### config.mk
export PLATFORM = sky130hd
export DESIGN_NAME = mem_bus_arbiter
export DESIGN_NICKNAME = d
export VERILOG_FILES = /design/src/rtl/nes_bus_pkg.sv /design/src/rtl/mem_bus_arbiter_oam_dma_seq.sv /design/src/rtl/mem_bus_arbiter.sv
export SDC_FILE = /design/constraint.sdc
export NUM_CORES = 1
export LEC_CHECK = 0
export ABC_AREA = 1
export CAP_MARGIN = 20
export CORE_UTILIZATION = 30
export CTS_CLUSTER_DIAMETER = 120
export DETAILED_ROUTE_END_ITERATION = 7
export DONT_BUFFER_PORTS = 1
export PLACE_DENSITY_LB_ADDON = 0.08
export SYNTH_ARGS = -nofsm -noshare
export SYNTH_HDL_FRONTEND = slang
export SYNTH_SLANG_ARGS = --single-unit
### constraint.sdc
create_clock -name clk -period 3.4 [get_ports clk]
set_input_delay 0.85 -clock clk [delete_from_list [all_inputs] [get_ports clk]]
set_output_delay 0.85 -clock clk [all_outputs]
set_load 0.01 [all_outputs]
### src/rtl/nes_bus_pkg.sv
// Shared NES bus definitions: default register addresses, arbiter state encoding and bus payload.
package nes_bus_pkg;

  localparam int unsigned ADDR_W  = 16;
  localparam int unsigned DATA_W  = 8;
  localparam int unsigned STATE_W = 3;

  localparam logic [ADDR_W-1:0] DMA_REG_DEF  = 16'h4014;
  localparam logic [ADDR_W-1:0] OAM_DATA_DEF = 16'h2004;

  typedef enum logic [STATE_W-1:0] {
    ST_CPU     = 3'd0,
    ST_SYS     = 3'd1,
    ST_DMA_ALN = 3'd2,
    ST_DMA_RD  = 3'd3,
    ST_DMA_WT  = 3'd4,
    ST_DMA_WR  = 3'd5
  } arb_state_e;

  typedef struct packed {
    logic [ADDR_W-1:0] addr;
    logic [DATA_W-1:0] wdata;
    logic              we;
    logic              re;
  } bus_req_t;

  // Source address of one OAM DMA byte: page in the high byte, index in the low byte.
  function automatic logic [ADDR_W-1:0] dma_src_addr(input logic [DATA_W-1:0] page,
                                                     input logic [DATA_W-1:0] idx);
    return {page, idx};
  endfunction

endpackage

### src/rtl/mem_bus_arbiter_oam_dma_seq.sv
// OAM DMA datapath: source page latch, byte index, read-latency counter and captured data byte.
module oam_dma_seq
  import nes_bus_pkg::*;
#(
  parameter int unsigned MEM_RD_LAT = 1
) (
  input  logic              clk,
  input  logic              rst,
  input  logic              load,
  input  logic [DATA_W-1:0] load_page,
  input  logic              wt_step,
  input  logic              wr_step,
  input  logic [DATA_W-1:0] mem_rdata,
  output logic [DATA_W-1:0] page,
  output logic [DATA_W-1:0] idx,
  output logic [DATA_W-1:0] dbyte,
  output logic              lat_last_c,
  output logic              done_c
);

  localparam int unsigned LAT_W = 2;

  logic [LAT_W-1:0] lat_cnt;

  // Counters only move on step strobes, which the arbiter withholds while mem_ctrl is busy.
  always_ff @(posedge clk) begin
    if (rst) begin
      page    <= '0;
      idx     <= '0;
      dbyte   <= '0;
      lat_cnt <= '0;
    end else if (load) begin
      page    <= load_page;
      idx     <= '0;
      lat_cnt <= '0;
    end else begin
      if (wt_step) begin
        if (lat_last_c) begin
          dbyte   <= mem_rdata;
          lat_cnt <= '0;
        end else begin
          lat_cnt <= lat_cnt + LAT_W'(1);
        end
      end
      if (wr_step) begin
        idx <= idx + DATA_W'(1);
      end
    end
  end

  assign lat_last_c = (lat_cnt == LAT_W'(MEM_RD_LAT - 1));
  assign done_c     = (idx == {DATA_W{1'b1}});

endmodule

### src/rtl/mem_bus_arbiter.sv
// Shares the mem_ctrl CPU-side port between sys_ctrl, the 6502 and the OAM DMA sequencer,
// and produces the combined CPU halt.
module mem_bus_arbiter
  import nes_bus_pkg::*;
#(
  parameter logic [ADDR_W-1:0] DMA_REG    = DMA_REG_DEF,
  parameter logic [ADDR_W-1:0] OAM_DATA   = OAM_DATA_DEF,
  parameter int unsigned       MEM_RD_LAT = 1
) (
  input  logic               clk,
  input  logic               rst,
  input  logic               sys_req,
  input  logic [ADDR_W-1:0]  sys_addr,
  input  logic [DATA_W-1:0]  sys_wdata,
  input  logic               sys_we,
  input  logic               sys_re,
  output logic               sys_gnt,
  input  logic [ADDR_W-1:0]  cpu_addr,
  input  logic [DATA_W-1:0]  cpu_wdata,
  input  logic               cpu_we,
  input  logic               cpu_re,
  input  logic               cpu_halt_ext,
  output logic               cpu_halt,
  input  logic               mem_busy,
  output logic [ADDR_W-1:0]  mem_addr,
  output logic [DATA_W-1:0]  mem_wdata,
  output logic               mem_we,
  output logic               mem_re,
  input  logic [DATA_W-1:0]  mem_rdata,
  output logic               dma_active,
  output logic [STATE_W-1:0] arb_state
);

  arb_state_e        state;
  logic              dma_pend;
  logic [DATA_W-1:0] page;
  logic [DATA_W-1:0] idx;
  logic [DATA_W-1:0] dbyte;
  logic              lat_last_c;
  logic              done_c;
  logic              dma_trig_c;
  logic              wt_step_c;
  logic              wr_step_c;
  bus_req_t          cpu_bus_c;
  bus_req_t          sys_bus_c;
  bus_req_t          dma_bus_c;
  bus_req_t          bus_c;

  assign dma_trig_c = (state == ST_CPU) && cpu_we && (cpu_addr == DMA_REG) && !mem_busy;
  assign wt_step_c  = (state == ST_DMA_WT) && !mem_busy;
  assign wr_step_c  = (state == ST_DMA_WR) && !mem_busy;

  oam_dma_seq #(
    .MEM_RD_LAT (MEM_RD_LAT)
  ) u_dma_seq (
    .clk        (clk),
    .rst        (rst),
    .load       (dma_trig_c),
    .load_page  (cpu_wdata),
    .wt_step    (wt_step_c),
    .wr_step    (wr_step_c),
    .mem_rdata  (mem_rdata),
    .page       (page),
    .idx        (idx),
    .dbyte      (dbyte),
    .lat_last_c (lat_last_c),
    .done_c     (done_c)
  );

  // Arbiter FSM; mem_busy freezes every transition so a stalled strobe is simply reissued.
  always_ff @(posedge clk) begin
    if (rst) begin
      state      <= ST_CPU;
      sys_gnt    <= 1'b0;
      dma_pend   <= 1'b0;
      dma_active <= 1'b0;
    end else if (!mem_busy) begin
      unique case (state)
        ST_CPU: begin
          if (dma_trig_c) begin
            dma_pend   <= 1'b1;
            dma_active <= 1'b1;
          end
          if (sys_req) begin
            state   <= ST_SYS;
            sys_gnt <= 1'b1;
          end else if (dma_trig_c) begin
            state <= ST_DMA_ALN;
          end
        end
        ST_SYS: begin
          if (!sys_req) begin
            sys_gnt <= 1'b0;
            state   <= dma_pend ? ST_DMA_RD : ST_CPU;
          end
        end
        ST_DMA_ALN: state <= ST_DMA_RD;
        ST_DMA_RD:  state <= ST_DMA_WT;
        ST_DMA_WT: begin
          if (lat_last_c) begin
            state <= ST_DMA_WR;
          end
        end
        ST_DMA_WR: begin
          // sys_req is only honoured here, after a whole byte has been moved.
          if (done_c) begin
            state      <= ST_CPU;
            dma_pend   <= 1'b0;
            dma_active <= 1'b0;
          end else if (sys_req) begin
            state   <= ST_SYS;
            sys_gnt <= 1'b1;
          end else begin
            state <= ST_DMA_RD;
          end
        end
        default: state <= ST_CPU;
      endcase
    end
  end

  // Bus mux; strobes are suppressed while mem_ctrl is busy and during reset.
  always_comb begin
    cpu_bus_c = '{addr: cpu_addr, wdata: cpu_wdata, we: cpu_we, re: cpu_re};
    sys_bus_c = '{addr: sys_addr, wdata: sys_wdata, we: sys_we & sys_gnt, re: sys_re & sys_gnt};
    dma_bus_c = '0;
    if (state == ST_DMA_WR) begin
      dma_bus_c.addr  = OAM_DATA;
      dma_bus_c.wdata = dbyte;
      dma_bus_c.we    = 1'b1;
    end else begin
      dma_bus_c.addr = dma_src_addr(page, idx);
      dma_bus_c.re   = 1'b1;
    end
    bus_c = '0;
    unique case (state)
      ST_CPU:               bus_c = cpu_bus_c;
      ST_SYS:               bus_c = sys_bus_c;
      ST_DMA_RD, ST_DMA_WR: bus_c = dma_bus_c;
      default:              bus_c = '0;
    endcase
    if (mem_busy || rst) begin
      bus_c.we = 1'b0;
      bus_c.re = 1'b0;
    end
  end

  assign mem_addr  = bus_c.addr;
  assign mem_wdata = bus_c.wdata;
  assign mem_we    = bus_c.we;
  assign mem_re    = bus_c.re;

  assign cpu_halt  = cpu_halt_ext | mem_busy | (state != ST_CPU) | sys_req | dma_pend;
  assign arb_state = STATE_W'(state);

endmodule

* Yosys cells after proc, flatten, opt, wreduce, memory -nomap -nowiden
Cells that the tools add are included.
Cells by class: reduce and logical (&&, ||, !) cells 18, $add $sub $neg 2, bitwise logic cells 8, mux-type cells 21, equality and inequality tests 13
Operator list (number):
- $pmux 26 s3 | 1
- $pmux 3 s6 | 1
- $eq 16x15->1 const B | 1
- $mux 16 | 1
- $mux 3 | 4
- $reduce_and 4->1 | 3
- $mux 2 | 5
- $ne 2x2->1 const B | 5
- $mux 9 | 1
- $add 8x1->8 const B | 1
- $eq 8x8->1 const B | 1
- $eq 3x2->1 const B | 2
- $eq 3x3->1 const B | 2
- $mux 1 | 6
- $reduce_bool 3->1 | 2
- $logic_and 1x1->1 | 5
- $or 1x1->1 | 4
- $reduce_or 2->1 | 2
- $eq 3x1->1 const B | 1
- $logic_not 3->1 | 1
- $ne 3x3->1 const B | 1
- $pmux 1 s3 | 1
- $reduce_and 3->1 | 1
- $add 2x1->2 const B | 1
- 7 further kinds | 9
Word-level totals: bits of input ports 65, logic and storage cells 69, bits in registers 31

* Logic depth before layout (Yosys ltp)
depth after elaboration 7, gate-level depth with buffers 9, gate-level depth less buffers 9

* Cells and area by module
Synthesis repeated with hierarchy kept, for this count alone.
Second synthesis, totals: cell total of the unflattened synthesis 313, area total of the unflattened synthesis 2040.7 µm²
Modules (own cells, without submodules):
- oam_dma_seq | times used 1, sequential area each 520.5 µm², area each 1044.8 µm², cells an instance 136
- mem_bus_arbiter | times used 1, sequential area each 100.1 µm², area each 996.0 µm², cells an instance 177

* Worst setup path after synthesis
Ideal clock, no wire load.
path kind input -> output, from input port cpu_we, to output port mem_we, cell stages on the path 2, data arrival time 1.336 ns, path buffers 0, required time 2.550 ns, path slack 1.214 ns, path through nand3_2 a311oi_1
Between the ends: longest elaborated chain between the ends 2
Ends and longest elaborated chain:
- start, declared | line mem_bus_arbiter.sv:20 | input logic cpu_we,
- $pmux 26 s3 | line mem_bus_arbiter.sv:136 | unique case (state)
- $mux 2 | line mem_bus_arbiter.sv:142 | if (mem_busy || rst) begin
- end, declared | line mem_bus_arbiter.sv:27 | output logic mem_we,
Every way passes these cells.

* Worst setup path in the final report
from register state[0], in the netlist arb_state[0], to output port mem_we
Between the ends: longest elaborated chain between the ends 4
Ends and longest elaborated chain:
- start, declared | line mem_bus_arbiter.sv:34 | arb_state_e state;
- start signal, assigned | line mem_bus_arbiter.sv:94 | state <= dma_pend ? ST_DMA_RD : ST_CPU;
- $eq 3x3->1 / $eq 3x2->1 (equally long branches) | line mem_bus_arbiter.sv:127, mem_bus_arbiter.sv:136
- $mux 9 / $reduce_or 2->1 (equally long branches) | line mem_bus_arbiter.sv:127, mem_bus_arbiter.sv:136
- $pmux 26 s3 * | line mem_bus_arbiter.sv:136
- $mux 2 * | line mem_bus_arbiter.sv:142
Mark *: on every way between the ends. The rest lies on a longest branch, timed or not.

==> summary.md <==
| Metric | Value |
|---|---|
| Initial antenna violation count | 0 |
| Max-slew violations | 0 |
| Fmax | 333 MHz |
| Chip Height | 85.4 um |
| Worst Setup Path Type | flip-flop to primary output |
| Slew margin rel. | 61.3% |
| Max Cap Viol | 0 |
| Layout cell share with drive strength beyond 1 | 13.0% |
| Clock buffer depth | 2 |
| Overall global routing resource usage | 17.1% |
| Tmin final | 3.00 ns |
| Synthesized area per cell | 6.82 sq um |
| Area delta synth->final | 8.21% |
| Clk slew on worst S/H paths | 0.07 ns |
| Die Wd | 85.4 um |
| Clock sinks | 31 |
| Leakage power | 0.831 nW |
| Outcome | complete, no violations |
| Setup_tns | 0 ns |
| Net count after synthesis | roughly 370 |
| # setup viols final | 0 |
| CTS resizes | 0 |
| Post-synthesis async set-or-reset flop share | 0% |
| Hold-fix buffers at CTS | 0 |
| Worst skew pair latency | 0.28 ns |
| Hold crit path type | flip-flop to flip-flop |
| DP HPWL | ~4800 um |
| Initial core utilization | a little under a third |
| First-pass GRT wire length | 9620 um |
| Final WL | slightly above 6000 um |
| Part of the cycle the worst path needs | 88.2% |
| EDFF count, synth | 0 |
| Number of synthesized register bits | 31 |
| CTS tree | yes |
| Vias after detailed routing | 1964 |
| CTS H-tree lvls | 2 |
| Grt total ovfl | 0 |
| CP Data Arrival Time | between 2 and 2.5 ns |
| Top area cells in the synthesized netlist | dfxtp_1 30%, nand2_1 15%, a21oi_1 7.7% |
| Root Driver | clkbuf_8 |
| Post-CTS setup buffers | 0 |
| Die Area | 7300 sq um |
| Nature of the critical path endpoint | primary output |
| CP Launch Type | flip-flop |
| Maximum VDD drop | 0.000168 V |
| IO Pins | 97 |
| Critical Path Fanout Max | 16 |
| Fin util | 33.4% |
| Post-route ant nets | 0 |
| RSZ-0062 raised after global routing | no |
| Wire per inst | 16.0 um |
| CTS Buf Count | 5 |
| Hold Vio Cnt, Final | 0 |
| Synthesis Warnings | 0 |
| Initial DRC count | 80 |
| Measured slew at the worst slew-check pin | slightly below 0.6 ns |
| Largest net degree at the start of global routing | 20 |
| Cell variety after synth | 33 |
| Drt pass-1 iters | 4 |
| Drc violations | 0 |
| Pwr per Cell Area | 487 nW/um^2 |
| Seq/Total Area, Yosys | 29.7% |
| Clock skew | 0.00687 ns |
| Vias in the first global route | 1917 |
| Routed vias/inst | approximately 5.1 |
| Mapped Cells | 306 |
| Row count | 30 |
| Total inserted antenna cells | 0 |
| PortBufs | 0 |
| GPL Wtd Cong | 0.865 |
| Data required, critical path | 2.55 ns |
| Nets | 374 |
| Synth Flop Type | dfxtp_1 |
| Synthesized cell area | ~2100 sq um |
| Yosys top cell by area | dfxtp_1 |
| Top-area cell type share of the netlist area | between 20% and 30% |
| Core footprint | 6760 sq um |
==> Yosys cell counts, types with 3 or more instances <==
cell type	number
nand3_1	13
o211ai_2	3
nand2_2	3
nor2_1	19
dfxtp_1	31
o21ai_2	4
ha_1	3
o221ai_1	3
inv_1	41
o21ai_0	18
nor2_2	3
nor3_1	3
buf_6	4
nor2_4	4
nand2_1	83
a21oi_1	32
o211ai_1	18
==> worst paths after layout <==
| path | startpoint | end | slack [ns] | depth (start not counted) |
|---|---|---|---|---|
| worst max-delay path | arb_state[0]$_SDFFE_PP0P_ | mem_we | 0.40 | 6 |
| worst min-delay path | u_dma_seq.page[6]$_SDFFE_PP0P_ | u_dma_seq.page[6]$_SDFFE_PP0P_ | 0.45 | 2 |
| worst max register to register | arb_state[2]$_SDFFE_PP0P_ | u_dma_seq.dbyte[6]$_SDFFE_PP0P_ | 1.68 | 5 |
| worst min register to register | u_dma_seq.page[6]$_SDFFE_PP0P_ | u_dma_seq.page[6]$_SDFFE_PP0P_ | 0.45 | 2 |
==> critical path: stages (launching register included) <==
cell and delay [ns]:
dfxtp_1 0.44, inv_2 0.11, nor2_4 0.16, nand2_2 0.10, inv_1 0.44, nand3_1 0.16
a311oi_1 0.45
==> layout make-up <==
class / instances / area, sq um
flip-flops and latches: 31 / 621
repair buffers: 3 / 22.5
fillers: 746 / 4500
multi-input cells: 220 / 1210
well taps: 80 / 100
clock inverters: 2 / 60.1
clock buffers: 6 / 72.6
inverters: 45 / 174
==> routing by layer <==
metal,GRT usage [%],routed length [um]
met5,0,0
met4,4.85,57
met3,5.84,448
met2,28.8,2930
met1,20.8,2760
==> power breakdown <==
part           leakage, nW  total [W]  switching, W  internal, W
registers            0.251   0.000392     0.0000167     0.000376
logic                0.515   0.000263      0.000186    0.0000775
clock network       0.0654   0.000444      0.000151     0.000293
total                0.831    0.00110      0.000353     0.000746
==> stage by stage <==
stage	std cells	setup slack, ns	hold slack, ns	area [sq um]	power [W]
after floorplan	306	1.21	0.429	2090	0.000623
after global placement	379	0.701	0.438	2130	0.000668
after detailed placement	379	0.684	0.444	2130	0.000667
after CTS	387	0.344	0.455	2260	0.00112
after global routing	387	0.198	0.468	2260	0.00115
final	387	0.400	0.451	2260	0.00110
==> cells in the final DEF, fill, tap and decap left out <==
master,n
a21oi_1,32
a311oi_1,1
buf_4,3
bufinv_16,2
clkbuf_1,1
clkbuf_8,5
dfxtp_1,31
ha_1,3
inv_1,41
inv_2,2
inv_4,2
nand2_1,83
nand2_2,3
nand2_4,2
nand2_8,1
nand3_1,13
nand3_2,1
nand3_4,1
nor2_1,19
nor2_2,3
nor2_4,4
nor2_8,1
nor3_1,3
nor3_2,1
nor3b_2,2
o211ai_1,18
o211ai_2,3
o21ai_0,18
o21ai_2,4
o221ai_1,3
xor2_1,1
==> flip-flops by register name (all words and copies together), names as in the netlist <==
name / flops
u_dma_seq.dbyte: 8
u_dma_seq.idx: 8
u_dma_seq.page: 8
arb_state: 3
u_dma_seq.lat_cnt: 2
dma_pend: 1
sys_gnt: 1
==> logic make-up (layout without fill, tap and decap cells) <==
| group | count (synthesis) | in the layout | share of synthesized area (%) |
|---|---|---|---|
| buffers and inverters | 55 | 56 | 12.3 |
| XOR/XNOR | 1 | 1 | 0.419 |
| AO/OA/AOI/OAI | 79 | 79 | 23.6 |
| AND/OR/NAND/NOR | 137 | 137 | 32.1 |
| adder cells (fa/ha/maj) | 3 | 3 | 1.80 |
| flip-flops | 31 | 31 | 29.7 |
(Power assumes the default switching activity.)
